===== config.mk =====
export PLATFORM = sky130hd
export DESIGN_NAME = fb_read_arbiter_flat
export DESIGN_NICKNAME = d
export VERILOG_FILES = /design/src/rtl/fb_read_arbiter_if.sv /design/src/rtl/fb_read_arbiter.sv /design/src/flat_wrapper.sv
export SDC_FILE = /design/constraint.sdc
export NUM_CORES = 1
export LEC_CHECK = 0
export ABC_AREA = 1
export BUFFER_PORTS_ARGS = -buffer_cell sky130_fd_sc_hd__buf_2
export CORE_ASPECT_RATIO = 1.2
export CORE_MARGIN = 2
export CORE_UTILIZATION = 35
export CTS_CLUSTER_DIAMETER = 80
export DETAILED_ROUTE_END_ITERATION = 10
export MAX_ROUTING_LAYER = met4
export PLACE_DENSITY = 0.67
export SLEW_MARGIN = 20
export SYNTH_ARGS = -nofsm -noshare
export SYNTH_HDL_FRONTEND = slang
export SYNTH_SLANG_ARGS = --single-unit

===== constraint.sdc =====
create_clock -name clk_in -period 2.5 [get_ports clk_in]
set_clock_uncertainty 0.15 [all_clocks]
set_input_delay 0.125 -clock clk_in [delete_from_list [all_inputs] [get_ports clk_in]]
set_output_delay 0.125 -clock clk_in [all_outputs]
set_load 0.005 [all_outputs]

===== src/rtl/fb_read_arbiter_if.sv =====
// Port-B read bus shared between video scan-out, the secondary pixel consumer and the BRAM.
// slave = arbiter side, master = surrounding logic (video path, secondary engine, BRAM).
interface fb_read_arbiter_if #(
  parameter int unsigned ADDR_W = 17,
  parameter int unsigned DATA_W = 12
);
  logic              vid_active_in;
  logic [ADDR_W-1:0] vid_addr_in;
  logic [DATA_W-1:0] vid_data_out;
  logic              proc_req_in;
  logic [ADDR_W-1:0] proc_addr_in;
  logic              proc_gnt_out;
  logic              proc_valid_out;
  logic [DATA_W-1:0] proc_data_out;
  logic [ADDR_W-1:0] bram_addr_out;
  logic [DATA_W-1:0] bram_dout_in;
  logic [15:0]       starve_cnt_out;

  modport slave (
    input  vid_active_in, vid_addr_in, proc_req_in, proc_addr_in, bram_dout_in,
    output vid_data_out, proc_gnt_out, proc_valid_out, proc_data_out,
           bram_addr_out, starve_cnt_out
  );

  modport master (
    output vid_active_in, vid_addr_in, proc_req_in, proc_addr_in, bram_dout_in,
    input  vid_data_out, proc_gnt_out, proc_valid_out, proc_data_out,
           bram_addr_out, starve_cnt_out
  );
endinterface


===== src/rtl/fb_read_arbiter.sv =====
// Frame-buffer port-B read arbiter: video has absolute priority, secondary reads fill idle slots.
// Optional starvation counter enabled by defining FB_ARB_STARVE_CNT_EN.
module fb_read_arbiter #(
  parameter int unsigned ADDR_W = 17,
  parameter int unsigned DATA_W = 12,
  parameter int unsigned RD_LAT = 2
) (
  input logic            clk_in,
  input logic            rst_in,
  fb_read_arbiter_if.slave bus
);

  logic              gnt;
  logic [1:0]        tag_q [RD_LAT+1];
  logic [ADDR_W-1:0] addr_q;
  logic [DATA_W-1:0] vid_data_q;
  logic [DATA_W-1:0] proc_data_q;
  logic              proc_valid_q;

  assign gnt = bus.proc_req_in & ~bus.vid_active_in & ~rst_in;

  assign bus.proc_gnt_out   = gnt;
  assign bus.bram_addr_out  = addr_q;
  assign bus.vid_data_out   = vid_data_q;
  assign bus.proc_valid_out = proc_valid_q;
  assign bus.proc_data_out  = proc_data_q;

  always_ff @(posedge clk_in) begin
    if (rst_in) begin
      addr_q <= '0;
    end else if (bus.vid_active_in) begin
      addr_q <= bus.vid_addr_in;
    end else if (gnt) begin
      addr_q <= bus.proc_addr_in;
    end
  end

  // tag_q[0] travels with the registered address; tag_q[RD_LAT] lines up with bram_dout_in
  always_ff @(posedge clk_in) begin
    if (rst_in) begin
      for (int unsigned i = 0; i <= RD_LAT; i++) begin
        tag_q[i] <= '0;
      end
    end else begin
      tag_q[0] <= {bus.vid_active_in, gnt};
      for (int unsigned i = 1; i <= RD_LAT; i++) begin
        tag_q[i] <= tag_q[i-1];
      end
    end
  end

  always_ff @(posedge clk_in) begin
    if (rst_in) begin
      vid_data_q   <= '0;
      proc_valid_q <= 1'b0;
      proc_data_q  <= '0;
    end else begin
      vid_data_q   <= tag_q[RD_LAT][1] ? bus.bram_dout_in : '0;
      proc_valid_q <= tag_q[RD_LAT][0];
      if (tag_q[RD_LAT][0]) begin
        proc_data_q <= bus.bram_dout_in;
      end
    end
  end

`ifdef FB_ARB_STARVE_CNT_EN
  logic [15:0] starve_q;

  always_ff @(posedge clk_in) begin
    if (rst_in) begin
      starve_q <= '0;
    end else if (gnt) begin
      starve_q <= '0;
    end else if (bus.proc_req_in && (starve_q != '1)) begin
      starve_q <= starve_q + 16'd1;
    end
  end

  assign bus.starve_cnt_out = starve_q;
`else
  assign bus.starve_cnt_out = '0;
`endif

endmodule


===== src/flat_wrapper.sv =====
// flat-port wrapper written by rule: the top's interface ports become plain ports
module fb_read_arbiter_flat 
#(
  parameter int unsigned ADDR_W = 17,
  parameter int unsigned DATA_W = 12,
  parameter int unsigned RD_LAT = 2
)
  (clk_in, rst_in, bus_vid_active_in, bus_vid_addr_in, bus_proc_req_in, bus_proc_addr_in, bus_bram_dout_in, bus_vid_data_out, bus_proc_gnt_out, bus_proc_valid_out, bus_proc_data_out, bus_bram_addr_out, bus_starve_cnt_out);
  fb_read_arbiter_if #(.ADDR_W(ADDR_W), .DATA_W(DATA_W)) bus_i ();
  input logic clk_in;
  input logic rst_in;
  input wire logic [$bits(bus_i.vid_active_in)-1:0] bus_vid_active_in;
  input wire logic [$bits(bus_i.vid_addr_in)-1:0] bus_vid_addr_in;
  input wire logic [$bits(bus_i.proc_req_in)-1:0] bus_proc_req_in;
  input wire logic [$bits(bus_i.proc_addr_in)-1:0] bus_proc_addr_in;
  input wire logic [$bits(bus_i.bram_dout_in)-1:0] bus_bram_dout_in;
  output wire logic [$bits(bus_i.vid_data_out)-1:0] bus_vid_data_out;
  output wire logic [$bits(bus_i.proc_gnt_out)-1:0] bus_proc_gnt_out;
  output wire logic [$bits(bus_i.proc_valid_out)-1:0] bus_proc_valid_out;
  output wire logic [$bits(bus_i.proc_data_out)-1:0] bus_proc_data_out;
  output wire logic [$bits(bus_i.bram_addr_out)-1:0] bus_bram_addr_out;
  output wire logic [$bits(bus_i.starve_cnt_out)-1:0] bus_starve_cnt_out;
  assign bus_i.vid_active_in = bus_vid_active_in;
  assign bus_i.vid_addr_in = bus_vid_addr_in;
  assign bus_i.proc_req_in = bus_proc_req_in;
  assign bus_i.proc_addr_in = bus_proc_addr_in;
  assign bus_i.bram_dout_in = bus_bram_dout_in;
  assign bus_vid_data_out = bus_i.vid_data_out;
  assign bus_proc_gnt_out = bus_i.proc_gnt_out;
  assign bus_proc_valid_out = bus_i.proc_valid_out;
  assign bus_proc_data_out = bus_i.proc_data_out;
  assign bus_bram_addr_out = bus_i.bram_addr_out;
  assign bus_starve_cnt_out = bus_i.starve_cnt_out;
  fb_read_arbiter #(.ADDR_W(ADDR_W), .DATA_W(DATA_W), .RD_LAT(RD_LAT)) u_core (.clk_in(clk_in), .rst_in(rst_in), .bus(bus_i));
endmodule

==> run metrics <==
Slew Viols, Final 0; reg-to-reg endpoint u_core.bus.proc_data_out[0]; crit path launch type input pin; VDD IR max 215 µV; CTS H-Tree Depth 2; Seq/Total Area, Yosys 47.9%; FMAX 462 MHz; gr ovfl total 0; status finished, final reports clean; CP endpoint kind primary output; antenna violations before repair 0; Layout area overhead 46.0%; Worst EP arrival 1890 ps; Yosys Warn Count 0; area leader, netlist dfxtp_1; clock tree root buffer cell clkbuf_8; P_sw 0.000380 W; clock latency on the worst-skew pair 290 ps; detailed-route via count 1960; TritonCTS clock tree done; IO Pins 109; Worst Min Path Start bus_vid_addr_in[13]; global-route wire length before repair 7.63 mm; pwr/cell area 549 mW/mm²; drt pass-1 iters 4; flop2flop setup slack 1200 ps; DP Wirelength 3.06 mm; Pint 0.00123 W; Die X 73.1 µm; Final Hold Viols 0; die height 86.9 µm; Clk pwr share 33.4%; Non-Filler Instances 471; post-synth top area share 47.9%; Avg WL per Cell 9.84 µm; I/O Buffers 92; Setup TNS 0 ps; design area 0.00293 mm²; Setup CP Type input pin to primary output; Clock transition at path regs 80 ps; worst hold endpoint u_core.bus.bram_addr_out[13]; Die ar. 0.00635 mm²; via-per-instance ratio 4.16; relative slew slack 56.0%; worst slew pin tran 659 ps; combinational share of power 16.1%; top cells by area, synth dfxtp_1, nand2_1, nor2_1; Req. time, crit path 2230 ps; clock sink count 48; Final setup viols 0; DRC 0; core area 0.00559 mm²; dpl cells 422; All-Layer GR Usage 15.5%; Post-CTS Resized 0; Worst R2R Path Depth 2; Nets 456; Sw Share 23.6%; Max-Cap Viols 0; clock period minus worst slack 2160 ps; DP Area 0.00241 mm²; # diodes 0; Synth Area per Inst 7.16 µm²; initial DRC count 37; gpl congestion 0.710; cell depth of the worst min-delay path 5; FF+latch area 961 µm²; Routed WL 4.63 mm; layout cells sized above 1 27.8%; multi-input logic area 774 µm²; num rows 30; Routed Antenna Nets 0; synth unique cells 16; Syn Inst Count 280; Clock Path Buffers 2; CTS Buf Count 5; leak pwr 1.61 nW; vias in the first global route 1803; mapped cell area 0.00201 mm²; starting density of the core 35.9%; largest net degree at the start of global routing 36; part of the cycle the worst path needs 86.5%; flops & latches, synth 48; Design Power 0.00161 W; Seq pwr share 50.4%; Fill cells 563; worst hold path type input pin to flip-flop; RSZ-0062 raised after global routing no; CP max FO 32; reg2reg start u_core.tag_q[0][4]
==> placed cells by master, fill, tap and decap left out, types with 2 or more instances in the layout <==
cell type,n
nor2_1,44
o21ai_0,12
clkbuf_8,5
conb_1,16
nor2_2,10
inv_2,2
nand2_1,69
inv_1,34
dfxtp_1,48
dlygate4sd3_1,41
buf_2,92
a21oi_1,12
nand3_1,17
==> worst max-delay path by stage <==
stage / slack, ps / cells past startpoint / from / to
6_report: 340 / 6 / rst_in / bus_proc_gnt_out
5_1_grt: 160 / 6 / rst_in / bus_proc_gnt_out
4_1_cts: 320 / 6 / rst_in / bus_proc_gnt_out
3_5_place_dp: 880 / 5 / rst_in / bus_proc_gnt_out
3_3_place_gp: 880 / 5 / rst_in / bus_proc_gnt_out
2_1_floorplan: 1460 / 3 / u_core.tag_q[0][4] / u_core.bus.proc_data_out[10]
==> per-layer routing <==
metal / GRT usage (%) / up-vias / wire length (µm)
li1: - / 1054 / -
met1: 16.4 / 834 / 2040
met2: 27.6 / 70 / 2240
met3: 4.28 / 2 / 320
met4: 4.71 / 0 / 27
met5: - / - / 0
==> registers in the layout, indices dropped and copies added, names as in the netlist <==
register                   cells
u_core.bus.proc_data_out      12
u_core.tag_q                   6
u_core.bus.proc_valid_out      1
u_core.bus.bram_addr_out      17
u_core.bus.vid_data_out       12
==> area by class of cell <==
| cell class | instances | area share, % |
|---|---|---|
| Clock inverter | 2 | 1.20 |
| Tap cell | 64 | 2.73 |
| Clock buffer | 6 | 2.48 |
| Multi-Input combinational cell | 182 | 26.4 |
| Sequential cell | 48 | 32.8 |
| Inverter | 36 | 4.61 |
| Timing Repair Buffer | 133 | 29.7 |
==> through the flow <==
| step | worst slack (ps) | utilization (%) | hold slack (ps) |
|---|---|---|---|
| after global placement | 877 | 43.1 | 208 |
| after detailed placement | 881 | 43.1 | 210 |
| after global routing | 162 | 52.4 | 34.6 |
| after floorplan | 1460 | - | 46.2 |
| final | 337 | 52.4 | 7.42 |
| after CTS | 315 | 52.4 | 0.861 |
==> power groups by stage <==
stage          clock [W]  combinational (W)  sequential [W]
2_1_floorplan          0           0.000138        0.000831
3_3_place_gp           0           0.000201        0.000829
3_5_place_dp           0           0.000204        0.000830
4_1_cts         0.000554           0.000260        0.000812
5_1_grt         0.000593           0.000297        0.000816
6_report        0.000538           0.000259        0.000812
==> kinds of logic (layout without fill, tap and decap cells) <==
kind of cell / Yosys count / count (layout) / share of synthesized area, %
other: 1 / 16 / 0.187
flip-flops: 48 / 48 / 47.9
buffers and inverters: 65 / 177 / 16.3
AND/OR/NAND/NOR: 141 / 141 / 28.8
AO/OA/AOI/OAI: 25 / 25 / 6.80
==> critical path, cell delays in order <==
cell and delay, ps:
dlygate4sd3_1 540, buf_2 160, inv_2 400, nand2_2 350, nor2_1 160, buf_2 130
==> Yosys cell counts <==
library cell / n
buf_4: 18
conb_1: 1
o21ai_0: 12
nor2_1: 44
a21oi_1: 12
inv_2: 2
nor2_2: 10
nand3_1: 17
clkbuf_1: 4
buf_2: 6
nand2_2: 1
dfxtp_1: 48
buf_6: 1
a21oi_4: 1
inv_1: 34
nand2_1: 69
==> repair_timing <==
item | 4_1_cts | 5_1_grt
endpoints found under the hold margin | 45 | 0
hold buffers | 41 | 0
setup buffers | 0 | 0
Note: power is estimated with default switching activity, not from simulation.
